**config.mk**
```make
export PLATFORM = sky130hd
export DESIGN_NAME = ram_fifo_ctrl_flat
export DESIGN_NICKNAME = d
export VERILOG_FILES = /design/src/rtl/ram_fifo_ctrl_if.sv /design/src/rtl/ram_fifo_ctrl.sv /design/src/flat_wrapper.sv
export SDC_FILE = /design/constraint.sdc
export NUM_CORES = 1
export LEC_CHECK = 0
export BUFFER_PORTS_ARGS = -buffer_cell sky130_fd_sc_hd__buf_2
export CORE_MARGIN = 2
export CORE_UTILIZATION = 39
export CTS_CLUSTER_DIAMETER = 200
export DETAILED_ROUTE_END_ITERATION = 6
export MAX_ROUTING_LAYER = met4
export PLACE_DENSITY = 0.7
export SETUP_SLACK_MARGIN = 0.5
export SLEW_MARGIN = 20
export SYNTH_ARGS = -nofsm -noshare
export SYNTH_HDL_FRONTEND = slang
export SYNTH_SLANG_ARGS = --single-unit
```
**constraint.sdc**
```tcl
create_clock -name clk -period 4.03 [get_ports clk]
set_input_delay 0.403 -clock clk [delete_from_list [all_inputs] [get_ports clk]]
set_output_delay 0.403 -clock clk [all_outputs]
set_load 0.05 [all_outputs]
```
**src/rtl/ram_fifo_ctrl_if.sv**
```systemverilog
// ram_fifo_ctrl_if: push/pop handshake, status and RAM port bundle for ram_fifo_ctrl
interface ram_fifo_ctrl_if;
  logic        flush, in_valid, in_ready, out_valid, out_ready, almost_full, ram_wen, ram_ren;
  logic [31:0] in_data, in_mask, out_data, ram_din, ram_wenb, ram_dout;
  logic [9:0]  level;
  logic [8:0]  ram_waddr, ram_raddr;
  modport slave (
    input  flush, in_valid, in_data, in_mask, out_ready, ram_dout,
    output in_ready, out_valid, out_data, level, almost_full,
           ram_wen, ram_ren, ram_waddr, ram_raddr, ram_din, ram_wenb
  );
  modport master (
    output flush, in_valid, in_data, in_mask, out_ready, ram_dout,
    input  in_ready, out_valid, out_data, level, almost_full,
           ram_wen, ram_ren, ram_waddr, ram_raddr, ram_din, ram_wenb
  );
endinterface

```
**src/rtl/ram_fifo_ctrl.sv**
```systemverilog
// ram_fifo_ctrl: 512x32 RAM-backed FIFO with a 2-entry output queue hiding RAM read latency
module ram_fifo_ctrl #(
  parameter int AFULL_THRESH = 480
) (
  input logic            clk,
  input logic            rst_n,
  ram_fifo_ctrl_if.slave bus
);
  logic [8:0]  wptr, rptr;
  logic [9:0]  ram_cnt, level_n;
  logic [1:0]  q_cnt, tail;
  logic [31:0] q0, q1;
  logic        inflight, af, push, pop, rd;
  assign bus.level       = ram_cnt + 10'(inflight) + 10'(q_cnt);
  assign bus.in_ready    = rst_n & ~bus.flush & (bus.level < 10'd512);
  assign bus.out_valid   = rst_n & (q_cnt != 2'd0);
  assign bus.out_data    = q0;
  assign bus.almost_full = af;
  assign push = bus.in_valid & bus.in_ready;
  assign pop  = bus.out_valid & bus.out_ready;
  // only issue a read when the queue is guaranteed a free slot when the data returns
  assign rd = rst_n & ~bus.flush & (ram_cnt != 10'd0) &
              (3'(q_cnt) + 3'(inflight) < 3'd2 + 3'(pop));
  assign bus.ram_wen   = ~push;
  assign bus.ram_ren   = ~rd;
  assign bus.ram_waddr = wptr;
  assign bus.ram_raddr = rptr;
  assign bus.ram_din   = bus.in_data;
  assign bus.ram_wenb  = bus.in_mask;
  assign level_n = bus.level + 10'(push) - 10'(pop);
  assign tail    = q_cnt - 2'(pop);
  always_ff @(posedge clk) begin
    if (!rst_n || bus.flush) begin
      wptr     <= '0;
      rptr     <= '0;
      ram_cnt  <= '0;
      inflight <= 1'b0;
      q_cnt    <= '0;
      af       <= 1'b0;
    end else begin
      wptr     <= wptr + 9'(push);
      rptr     <= rptr + 9'(rd);
      ram_cnt  <= ram_cnt + 10'(push) - 10'(rd);
      inflight <= rd;
      q_cnt    <= q_cnt + 2'(inflight) - 2'(pop);
      af       <= level_n >= 10'(AFULL_THRESH);
    end
  end
  // queue storage needs no reset: q_cnt alone decides validity
  always_ff @(posedge clk) begin
    q0 <= (inflight && tail == 2'd0) ? bus.ram_dout : pop ? q1 : q0;
    q1 <= (inflight && tail == 2'd1) ? bus.ram_dout : q1;
  end
endmodule

```
**src/flat_wrapper.sv**
```systemverilog
// flat-port wrapper written by rule: the top's interface ports become plain ports
module ram_fifo_ctrl_flat 
#(
  parameter int AFULL_THRESH = 480
)
  (clk, rst_n, bus_flush, bus_in_valid, bus_in_data, bus_in_mask, bus_out_ready, bus_ram_dout, bus_in_ready, bus_out_valid, bus_out_data, bus_level, bus_almost_full, bus_ram_wen, bus_ram_ren, bus_ram_waddr, bus_ram_raddr, bus_ram_din, bus_ram_wenb);
  ram_fifo_ctrl_if bus_i ();
  input logic clk;
  input logic rst_n;
  input wire logic [$bits(bus_i.flush)-1:0] bus_flush;
  input wire logic [$bits(bus_i.in_valid)-1:0] bus_in_valid;
  input wire logic [$bits(bus_i.in_data)-1:0] bus_in_data;
  input wire logic [$bits(bus_i.in_mask)-1:0] bus_in_mask;
  input wire logic [$bits(bus_i.out_ready)-1:0] bus_out_ready;
  input wire logic [$bits(bus_i.ram_dout)-1:0] bus_ram_dout;
  output wire logic [$bits(bus_i.in_ready)-1:0] bus_in_ready;
  output wire logic [$bits(bus_i.out_valid)-1:0] bus_out_valid;
  output wire logic [$bits(bus_i.out_data)-1:0] bus_out_data;
  output wire logic [$bits(bus_i.level)-1:0] bus_level;
  output wire logic [$bits(bus_i.almost_full)-1:0] bus_almost_full;
  output wire logic [$bits(bus_i.ram_wen)-1:0] bus_ram_wen;
  output wire logic [$bits(bus_i.ram_ren)-1:0] bus_ram_ren;
  output wire logic [$bits(bus_i.ram_waddr)-1:0] bus_ram_waddr;
  output wire logic [$bits(bus_i.ram_raddr)-1:0] bus_ram_raddr;
  output wire logic [$bits(bus_i.ram_din)-1:0] bus_ram_din;
  output wire logic [$bits(bus_i.ram_wenb)-1:0] bus_ram_wenb;
  assign bus_i.flush = bus_flush;
  assign bus_i.in_valid = bus_in_valid;
  assign bus_i.in_data = bus_in_data;
  assign bus_i.in_mask = bus_in_mask;
  assign bus_i.out_ready = bus_out_ready;
  assign bus_i.ram_dout = bus_ram_dout;
  assign bus_in_ready = bus_i.in_ready;
  assign bus_out_valid = bus_i.out_valid;
  assign bus_out_data = bus_i.out_data;
  assign bus_level = bus_i.level;
  assign bus_almost_full = bus_i.almost_full;
  assign bus_ram_wen = bus_i.ram_wen;
  assign bus_ram_ren = bus_i.ram_ren;
  assign bus_ram_waddr = bus_i.ram_waddr;
  assign bus_ram_raddr = bus_i.ram_raddr;
  assign bus_ram_din = bus_i.ram_din;
  assign bus_ram_wenb = bus_i.ram_wenb;
  ram_fifo_ctrl #(.AFULL_THRESH(AFULL_THRESH)) u_core (.clk(clk), .rst_n(rst_n), .bus(bus_i));
endmodule
```
==> qor.txt, run 1 <==
Seq cells post-synth -> 96
CP dominant cell by count -> inv_1
Rel. slew slack -> 57.3%
initial antenna violation count -> 0
Cells after Synth -> 443
cell area after layout -> 5750 sq um
# DRC -> 0
Max Buffers Root-to-Sink -> 2
effective utilization at floorplan -> 39.4%
Pleak -> 2.42 nW
pre-CTS setup slack -> 0.722 ns
die height -> 119 um
grt met3 use -> 4.12%
initial detailed-routing violation count -> 243
adder and majority cell fraction of the synthesized area -> 11.0%
worst r2r src -> u_core.inflight
fin util -> 44.0%
reg2reg end -> u_core.ram_cnt[8]
CORE AREA -> 13100 sq um
GRT Util Overall -> 14.6%
synth warn -> 0
Cell Rows -> 42
Worst-Skew Late Latency -> 0.35 ns
port buffer count -> 101
Routed Antenna Nets -> 0
Vias per Instance -> 4.86
min-delay worst type -> primary input to register
Max Fclk -> 0.303 GHz
Worst Setup End Kind -> register
max_cap viols -> 0
Setup Fix Bufs, Post-CTS -> 0
sequential power share -> 34.2%
Crit-path slowest cell -> or4_4
max-slew violation count -> 0
CTS root buf -> clkbuf_16
cell taking the most area after synthesis -> edfxtp_1
ys async rst share -> 0%
first-pass GRT wire length -> 16000 um
Critical Path RT -> 4.30 ns
fin crit share -> 81.8%
GRT met2 Usage -> 23.2%
max incr delay on CP -> 0.51 ns
antenna fix cells -> 0
Simple-Gate Fraction of Synth Area -> 9.22%
crit path max fanout -> 5
setup ws final -> 0.735 ns
Crit path depth -> 16
post-layout minimum cycle time -> 3.30 ns
Ports -> 230
Post-synth top flop -> edfxtp_1
Post-synth EDFFs -> 64
R2R Setup Slk -> 0.73 ns
largest net degree at the start of global routing -> 34
Final Wtd Congestion -> 0.888
Die ar. -> 14200 sq um
Congestion Overflow GR -> 0
Hold Crit Depth -> 1
hold path startpoint -> bus_ram_dout[31]
Die X -> 119 um
worst setup path startpoint -> u_core.inflight
launching element type of the critical path -> register
final wirelength -> 9970 um
Setup TNS -> 0 ns
hold endpoint -> u_core.q1[31]
most frequent cells in the layout -> 101 x buf_2, 64 x edfxtp_1, 39 x ha_1
fin cells -> 669
Cell variety after synth -> 48
Filler Cell Count -> 1229
largest family of logic cells by synthesized area -> buffers and inverters
drt wl/cell -> 14.9 um
clock-pin slew on the worst setup and hold paths -> 0.08 ns
crit path DAT -> 3.56 ns
Comb power frac -> 41.9%
busiest grt layer -> met2
Synth Area in XOR/XNOR -> 4.73%
Sinks on Clock Net -> 96
Worst VDD drop -> 0.000248 V
P_int -> 2.26 mW
P&R area growth vs syn -> 11.5%
syn avg cell area -> 11.6 sq um
Cell Area, Synth -> 5160 sq um
drt first pass iters -> 4
mux cell area share after synthesis -> 6.99%
Pwr Density -> 644 nW/um^2
via count of the first global-routing pass -> 3300
sw power -> 1.44 mW
Hold Buf Count CTS -> 0
Final Hold Fails -> 0
Post-Place Cell Area -> 5440 sq um
nets -> 632
CP bufs+invs -> 2
H-tree levels -> 3
commonest non-fill, non-tap cell in the layout -> buf_2
final setup fails -> 0
worst slew pin tran -> 0.640 ns
syn_nets -> 587
Worst path top cell family by delay -> simple AND/OR/NAND/NOR gates
layout cell share with drive strength beyond 1 -> 28.2%
status -> complete, no violations
R2R cell count -> 16
CTS tree -> done
vias -> 3250
top cells by area, synth -> edfxtp_1 37%, dfxtp_1 12%, ha_1 9.5%
RSZ-0062 raised after global routing -> false
hpwl dp -> 7540 um
share of the synthesized area in the top cell type -> 37.3%
dpl cells -> 653
clock network power share -> 23.9%
CP Cell Sequence -> inv_1, fa_2, nor2b_2, o21ai_2, xnor2_4, nor2_4, and2_4, ha_1, inv_1, fa_1, nand2b_2, a21oi_2, o211a_1, or4_4, and3_4, nor3_2
register area share after synthesis -> 49.7%
Setup CP Type -> register to register
Max Clock Skew -> 0.00951 ns
met1 GRT Util -> 16.8%
cts bufs inserted -> 9
post-synthesis compound-gate area fraction -> 5.65%
Switching Share -> 38.9%
-- final cells by class --
cell class	instances	area [sq um]	share of cell area, %
Multi-Input combinational cell	237	1970	34.3
Clock inverter	7	83.8	1.46
Clock buffer	9	225	3.92
Inverter	39	146	2.55
Timing Repair Buffer	105	536	9.31
Sequential cell	96	2570	44.6
Tap cell	176	220	3.83
-- power by group through the flow --
stage                     Combinational (mW)  Sequential [mW]  Clock [mW]
after floorplan                         1.17             1.52           0
after global placement                  1.52             1.29           0
after detailed placement                1.55             1.29           0
after CTS                               1.56             1.27       0.913
after global routing                    1.70             1.28       0.951
final                                   1.55             1.27       0.886
-- routing by layer --
| layer | vias up | wire, um | share of wire, % |
|---|---|---|---|
| met4 | 0 | 305 | 3.1 |
| met3 | 45 | 624 | 6.3 |
| met5 | - | 0 | 0 |
| li1 | 1562 | - | - |
| met2 | 108 | 4710 | 47 |
| met1 | 1535 | 4330 | 43 |
-- sequential cells by signal (all words and copies together) (netlist names) --
register / cells
u_core.bus.almost_full: 1
u_core.bus.out_data: 32
u_core.bus.ram_raddr: 9
u_core.bus.ram_waddr: 9
u_core.inflight: 1
u_core.q1: 32
u_core.q_cnt: 2
u_core.ram_cnt: 10
-- repair_timing --
item / in CTS / in global routing
endpoints found under the hold margin: 0 / 0
gates resized for setup: 0 / 2
endpoints found under the setup margin: 0 / 2
-- worst reg2reg max path, delay by kind of cell, from the launching register on --
kind | cells | cell delay [ns]
AOI/OAI and AO/OA | 3 | 0.39
xor gates and xnor gates | 1 | 0.21
adders and majority gates | 3 | 0.78
buffers and inverters | 2 | 0.15
DFF | 1 | 0.37
and+or+nand+nor | 7 | 1.32
-- how the worst max path moves through the flow --
stage | endpoint | slack, ns
3_3_place_gp | u_core.ram_cnt[8] | 0.80
4_1_cts | u_core.ram_cnt[8] | 0.69
6_report | u_core.ram_cnt[8] | 0.73
5_1_grt | u_core.ram_cnt[8] | 0.52
2_1_floorplan | u_core.ram_cnt[8] | 0.52
3_5_place_dp | u_core.ram_cnt[8] | 0.72
-- metrics by stage --
| stage | power (mW) | hold WS, ns |
|---|---|---|
| after CTS | 3.74 | 0.225 |
| after global routing | 3.93 | 0.227 |
| after global placement | 2.81 | 0.465 |
| final | 3.71 | 0.239 |
| after floorplan | 2.69 | 0.502 |
| after detailed placement | 2.84 | 0.492 |
-- logic make-up after synthesis --
logic type	Yosys count
buffers and inverters	110
AND/OR/NAND/NOR	89
flip-flops	96
XOR/XNOR	27
adder cells (fa/ha/maj)	43
multiplexers	32
AO/OA/AOI/OAI	46
-- cell usage after synthesis, types with 2 or more instances --
cell type,n
a21o_1,3
edfxtp_1,64
nor2_1,20
a21oi_1,13
a211oi_1,2
nand4_1,3
buf_4,64
clkbuf_1,4
o21ai_0,8
buf_2,3
inv_2,2
nand3_1,14
nand2_1,13
inv_1,37
or2_1,3
and2_1,9
mux2_1,31
or3_1,6
o21a_1,3
fa_1,4
and4_1,2
o21bai_1,3
nor3_1,3
ha_1,39
o21ai_1,3
nand2b_1,2
and3_1,5
xnor2_1,15
o211ai_1,3
xor2_1,11
dfxtp_1,32
nor2b_1,3
(Power assumes the default switching activity.)
==> inputs of run 2 (changes only) <==
--- a/config.mk
+++ b/config.mk
@@ -11,7 +11,7 @@
 export CTS_CLUSTER_DIAMETER = 200
 export DETAILED_ROUTE_END_ITERATION = 6
 export MAX_ROUTING_LAYER = met4
-export PLACE_DENSITY = 0.7
+export PLACE_DENSITY = 0.73
 export SETUP_SLACK_MARGIN = 0.5
 export SLEW_MARGIN = 20
 export SYNTH_ARGS = -nofsm -noshare
==> constraint.sdc (replaced) <==
create_clock -name clk -period 2.65 [get_ports clk]
set_input_delay 0.265 -clock clk [delete_from_list [all_inputs] [get_ports clk]]
set_output_delay 0.265 -clock clk [all_outputs]
set_load 0.05 [all_outputs]
==> run 2 against run 1 <==
Core utilization increased by 14 points. Non-clock buffer count up 119. Sequential cell count unchanged. Sequential power up 51%. The flow now finishes with violations (negative setup slack). Setup slack worse by 1.2 ns. Clock power up 42%. Largest cell class is now multi-input combinational cells. Fmax up 5.8%. Routed wire length increased by 44%. Sequential share of layout area is 11 points lower.
==> qor.txt, run 2 (synthesis gave the netlist of run 1 again) <==
status -> complete, but fails checks
failing checks -> negative setup slack
post-layout minimum cycle time -> 3.11 ns
max_cap viols -> 0
launching element type of the critical path -> register
Worst VDD drop -> 0.000732 V
Ports -> 230
min-delay worst type -> primary input to register
Rel. slew slack -> 50.8%
initial antenna violation count -> 1
P&R area growth vs syn -> 46.6%
reg2reg end -> u_core.ram_cnt[8]
H-tree levels -> 3
cts bufs inserted -> 9
max-slew violation count -> 0
Die ar. -> 14200 sq um
CORE AREA -> 13100 sq um
CP Cell Sequence -> inv_2, fa_2, nor2b_4, o21ai_4, xnor2_4, nor2_4, and2_4, ha_4, inv_2, fa_2, nand2b_4, a21oi_4, o211a_1, or4_4, and3_4, nor3_2
Cell Rows -> 42
hold endpoint -> u_core.q1[4]
Hold Crit Depth -> 1
Max Clock Skew -> 0.00756 ns
RSZ-0062 raised after global routing -> true
clock network power share -> 17.2%
Switching Share -> 38.0%
Final Hold Fails -> 0
Final Wtd Congestion -> 0.888
final wirelength -> 14400 um
final setup fails -> 13
commonest non-fill, non-tap cell in the layout -> buf_4
Die X -> 119 um
# DRC -> 0
Sinks on Clock Net -> 96
Crit-path slowest cell -> or4_4
crit path max fanout -> 3
nets -> 757
Setup CP Type -> register to register
most frequent cells in the layout -> 94 x buf_4, 89 x buf_2, 64 x edfxtp_1
drt first pass iters -> 4
setup ws final -> -0.465 ns
sw power -> 2.78 mW
initial detailed-routing violation count -> 196
worst slew pin tran -> 0.737 ns
Critical Path RT -> 2.93 ns
clock-pin slew on the worst setup and hold paths -> 0.07 ns
R2R Setup Slk -> -0.46 ns
area taken by multi-input logic gates -> 2590 sq um
cell area after layout -> 7560 sq um
vias -> 3939
drt wl/cell -> 18.1 um
Vias per Instance -> 4.95
GRT Util Overall -> 20.3%
crit path DAT -> 3.40 ns
Worst-Skew Late Latency -> 0.35 ns
Pwr Density -> 967 nW/um^2
sequential power share -> 26.2%
Pleak -> 3.32 nW
Filler Cell Count -> 988
Congestion Overflow GR -> 0
layout cell share with drive strength beyond 1 -> 59.1%
port buffer count -> 101
largest net degree at the start of global routing -> 27
hpwl dp -> 8100 um
fin crit share -> 118%
max incr delay on CP -> 0.44 ns
P_int -> 4.53 mW
hold path startpoint -> bus_ram_dout[4]
die height -> 119 um
Post-Place Cell Area -> 5920 sq um
first-pass GRT wire length -> 21300 um
Routed Antenna Nets -> 0
Worst Setup End Kind -> register
register area -> 2580 sq um
effective utilization at floorplan -> 39.4%
Comb power frac -> 56.6%
worst r2r src -> u_core.ram_cnt[0]
CTS tree -> done
R2R cell count -> 16
CTS root buf -> clkbuf_16
Max Buffers Root-to-Sink -> 2
pre-CTS setup slack -> -0.407 ns
Max Fclk -> 0.321 GHz
via count of the first global-routing pass -> 4103
run 2: cell types whose count changed in the layout (fill, tap and decap cells not counted), sizes merged, moves of 2 or more:
cell and change:
buf +119, and3 +3, nand2 +3, clkinvlp +3, inv -2
run 2: worst max path at each step:
| stage | start | endpoint | slack (ns) | depth (start not counted) |
|---|---|---|---|---|
| 2_1_floorplan | u_core.ram_cnt[0] | u_core.ram_cnt[8] | -0.65 | 16 |
| 3_3_place_gp | u_core.q_cnt[0] | u_core.ram_cnt[8] | -0.27 | 16 |
| 3_5_place_dp | u_core.q_cnt[0] | u_core.bus.almost_full | -0.41 | 16 |
| 4_1_cts | u_core.ram_cnt[0] | u_core.ram_cnt[8] | -0.36 | 16 |
| 5_1_grt | u_core.q_cnt[0] | u_core.ram_cnt[8] | -0.51 | 16 |
| 6_report | u_core.ram_cnt[0] | u_core.ram_cnt[8] | -0.46 | 16 |
run 2: power by group through the flow:
stage / Sequential, mW / Combinational (mW) / Clock (mW)
5_1_grt: 1.93 / 4.39 / 1.35
2_1_floorplan: 2.31 / 1.87 / 0
4_1_cts: 1.91 / 3.77 / 1.28
3_5_place_dp: 1.93 / 2.75 / 0
6_report: 1.92 / 4.14 / 1.26
3_3_place_gp: 1.92 / 2.68 / 0
run 2: worst max-delay path: cells and delay by family (launching register included):
family                   cells  cell delay (ns)
flip-flops                   1             0.33
AO/OA/AOI/OAI                3             0.40
adder cells (fa/ha/maj)      3             0.78
XOR/XNOR                     1             0.21
buffers and inverters        2             0.10
AND/OR/NAND/NOR              7             1.22
run 2: stage by stage:
stage	cells	TNS, ns	util (%)	power [mW]	hold slack, ns
finish	795	-2.33	57.8	7.31	0.103
floorplan	443	-2.55	-	4.18	0.364
detailed placement	699	-0.963	45.3	4.68	0.457
global route	795	-3.26	57.8	7.67	0.0962
global placement	699	-0.649	45.3	4.60	0.454
CTS	775	-1.13	55.7	6.96	0.0925
run 2: per-layer routing:
layer  share of wire (%)  up-vias  global-route usage, %
met1                  39     1912                   21.7
li1                    -     1821                      -
met3                 5.2       70                   5.17
met2                  51      136                   33.6
met5                   0        -                      -
met4                 4.8        0                   12.5
run 2: area by class of cell:
type	count	area share [%]
Antenna cell	1	0.0331
Clock buffer	10	3.03
Clock inverter	6	0.678
Inverter	39	2.00
Multi-Input combinational cell	243	34.3
Sequential cell	96	34.1
Tap cell	176	2.91
Timing Repair Buffer	224	23.0
run 2: what timing repair did:
action / in CTS / in global routing
pin swaps: 40 / 28
setup endpoints to repair: 129 / 134
hold buffers: 0 / 0
cloned: 8 / 2
setup buffers: 52 / 17
gates resized for setup: 137 / 29
==> inputs of run 3 (changes only) <==
--- a/config.mk
+++ b/config.mk
@@ -6,14 +6,14 @@
 export NUM_CORES = 1
 export LEC_CHECK = 0
 export BUFFER_PORTS_ARGS = -buffer_cell sky130_fd_sc_hd__buf_2
-export CORE_MARGIN = 2
+export CORE_MARGIN = 10
 export CORE_UTILIZATION = 39
 export CTS_CLUSTER_DIAMETER = 200
 export DETAILED_ROUTE_END_ITERATION = 6
 export MAX_ROUTING_LAYER = met4
 export PLACE_DENSITY = 0.73
 export SETUP_SLACK_MARGIN = 0.5
-export SLEW_MARGIN = 20
+export SLEW_MARGIN = 10
 export SYNTH_ARGS = -nofsm -noshare
 export SYNTH_HDL_FRONTEND = slang
 export SYNTH_SLANG_ARGS = --single-unit
==> run 3 against run 2 <==
The run still ends with negative setup slack left. Non-clock buffer count is 39 lower. Final area shrank 3.3%. Fmax is 1.1% higher. Power down 5.7%. Die area increased by 29%. Global-route usage shrank 5.5 points. Hold slack gained 0.0044 ns.
==> qor.txt, run 3 (synthesis gave the netlist of run 1 again) <==
initial detailed-routing violation count -> 171
GRT Util Overall -> 14.7%
crit path max fanout -> 3
Filler Cell Count -> 1009
R2R Setup Slk -> -0.43 ns
RSZ-0062 raised after global routing -> true
dpl cells -> 692
Worst path top cell family by delay -> simple AND/OR/NAND/NOR gates
Final Hold Fails -> 0
worst setup path startpoint -> u_core.ram_cnt[0]
critical path endpoint -> u_core.ram_cnt[8]
launching element type of the critical path -> register
pre-CTS setup slack -> -0.429 ns
antenna fix cells -> 0
failing checks -> negative setup slack
Max Fclk -> 0.325 GHz
Rel. slew slack -> 58.5%
Crit path depth -> 16
vias -> 3676
first-pass GRT wire length -> 20800 um
H-tree levels -> 3
CTS root buf -> clkbuf_16
status -> complete, but fails checks
nets -> 718
largest net degree at the start of global routing -> 27
port buffer count -> 101
Vias per Instance -> 4.89
Sinks on Clock Net -> 96
via count of the first global-routing pass -> 3960
Comb power frac -> 54.3%
post-layout minimum cycle time -> 3.08 ns
initial antenna violation count -> 0
die height -> 135 um
Cell Rows -> 41
drt wl/cell -> 17.8 um
crit path DAT -> 3.36 ns
worst slew pin tran -> 0.621 ns
sw power -> 2.64 mW
Routed Antenna Nets -> 0
Max Clock Skew -> 0.00985 ns
Worst-Skew Late Latency -> 0.35 ns
Hold Crit Depth -> 1
Worst Setup End Kind -> register
sequential power share -> 27.7%
setup ws final -> -0.431 ns
fin cells -> 751
commonest non-fill, non-tap cell in the layout -> buf_2
Ports -> 230
layout cell share with drive strength beyond 1 -> 56.5%
CP Cell Sequence -> inv_2, fa_2, nor2b_4, o21ai_4, xnor2_4, nor2_4, and2_4, ha_4, inv_2, fa_2, nand2b_4, a21oi_2, o211a_1, or4_4, and3_4, nor3_2
final setup fails -> 7
R2R cell count -> 16
area taken by multi-input logic gates -> 2620 sq um
CORE AREA -> 12800 sq um
Setup TNS -> -1.42 ns
Worst VDD drop -> 0.000633 V
max_cap viols -> 0
Congestion Overflow GR -> 0
Hold Buf Count CTS -> 0
clock network power share -> 18.0%
Die ar. -> 18200 sq um
Final Wtd Congestion -> 0.858
worst r2r src -> u_core.ram_cnt[0]
Switching Share -> 38.3%
register area -> 2570 sq um
Crit-path slowest cell -> or4_4
P&R area growth vs syn -> 41.7%
hold_ws -> 0.107 ns
CP bufs+invs -> 2
hpwl dp -> 8580 um
min-delay worst type -> primary input to register
final wirelength -> 13300 um
CTS tree -> done
drt first pass iters -> 4
clock-pin slew on the worst setup and hold paths -> 0.07 ns
fin crit share -> 116%
Die X -> 135 um
# DRC -> 0
Setup CP Type -> register to register
Total Power -> 6.89 mW
most frequent cells in the layout -> 89 x buf_2, 64 x edfxtp_1, 59 x buf_4
cts bufs inserted -> 9
Pleak -> 3.17 nW
P_int -> 4.25 mW
reg2reg end -> u_core.ram_cnt[8]
Critical Path RT -> 2.93 ns
Pwr Density -> 943 nW/um^2
max incr delay on CP -> 0.43 ns
effective utilization at floorplan -> 40.4%
Max Buffers Root-to-Sink -> 2
max-slew violation count -> 0
[run 3: changes by cell type in the layout (fill, tap and decap cells not counted), moves of 2 or more]
cell,before,now
buf_4,94,59
buf_6,25,17
a211oi_1,2,0
a211oi_2,0,2
a21oi_2,2,4
buf_8,9,11
clkinv_2,0,2
clkinvlp_4,3,1
inv_1,23,25
inv_2,14,12
nor2_2,2,0
nor3_2,3,1
[run 3: power groups by stage]
stage / logic (mW) / registers (mW) / clock network [mW]
floorplan: 1.87 / 2.31 / 0
global placement: 2.68 / 1.92 / 0
detailed placement: 2.74 / 1.94 / 0
CTS: 3.54 / 1.90 / 1.28
global route: 4.03 / 1.92 / 1.35
finish: 3.75 / 1.91 / 1.24
[run 3: timing repair]
item,CTS,global route
buffers inserted,22,10
setup endpoints to repair,129,130
pin swaps,30,35
cloned,11,0
resized for setup,131,33
[run 3: metal layers]
layer / up-vias / global-route usage, % / wire length (um)
li1: 1752 / - / -
met1: 1759 / 16.3 / 5550
met2: 116 / 23.3 / 6290
met3: 49 / 5.49 / 1040
met4: 0 / 6.58 / 449
met5: - / - / 0
[run 3: how the worst min path moves through the flow]
stage,from,end,slack (ns)
floorplan,bus_ram_dout[0],u_core.q1[0],0.36
global placement,bus_ram_dout[18],u_core.q1[18],0.46
detailed placement,bus_ram_dout[31],u_core.q1[31],0.46
CTS,bus_ram_dout[29],u_core.q1[29],0.1
global route,bus_ram_dout[28],u_core.q1[28],0.1
finish,bus_ram_dout[27],u_core.q1[27],0.11
[run 3: layout make-up]
| type | instances | share of cell area [%] |
|---|---|---|
| repair buffers | 185 | 20.0 |
| inverters | 39 | 2.07 |
| clock buffers | 9 | 3.08 |
| well taps | 172 | 2.94 |
| clock inverters | 7 | 0.753 |
| flip-flops and latches | 96 | 35.2 |
| multi-input cells | 243 | 35.9 |
[run 3: stage by stage]
| step | utilization (%) | cell area, sq um |
|---|---|---|
| 5_1_grt | 57.2 | 7310 |
| 4_1_cts | 55.4 | 7080 |
| 6_report | 57.2 | 7310 |
| 3_5_place_dp | 46.1 | 5890 |
| 2_1_floorplan | - | 5320 |
| 3_3_place_gp | 46.1 | 5890 |
[run 3: worst reg2reg max path, cell delays in order, from the launching register on]
cell,delay [ns]
dfxtp_2,0.32
inv_2,0.04
fa_2,0.41
nor2b_4,0.16
o21ai_4,0.08
xnor2_4,0.21
nor2_4,0.06
and2_4,0.17
ha_4,0.16
inv_2,0.06
fa_2,0.21
nand2b_4,0.13
a21oi_2,0.06
o211a_1,0.25
or4_4,0.43
and3_4,0.17
nor3_2,0.09
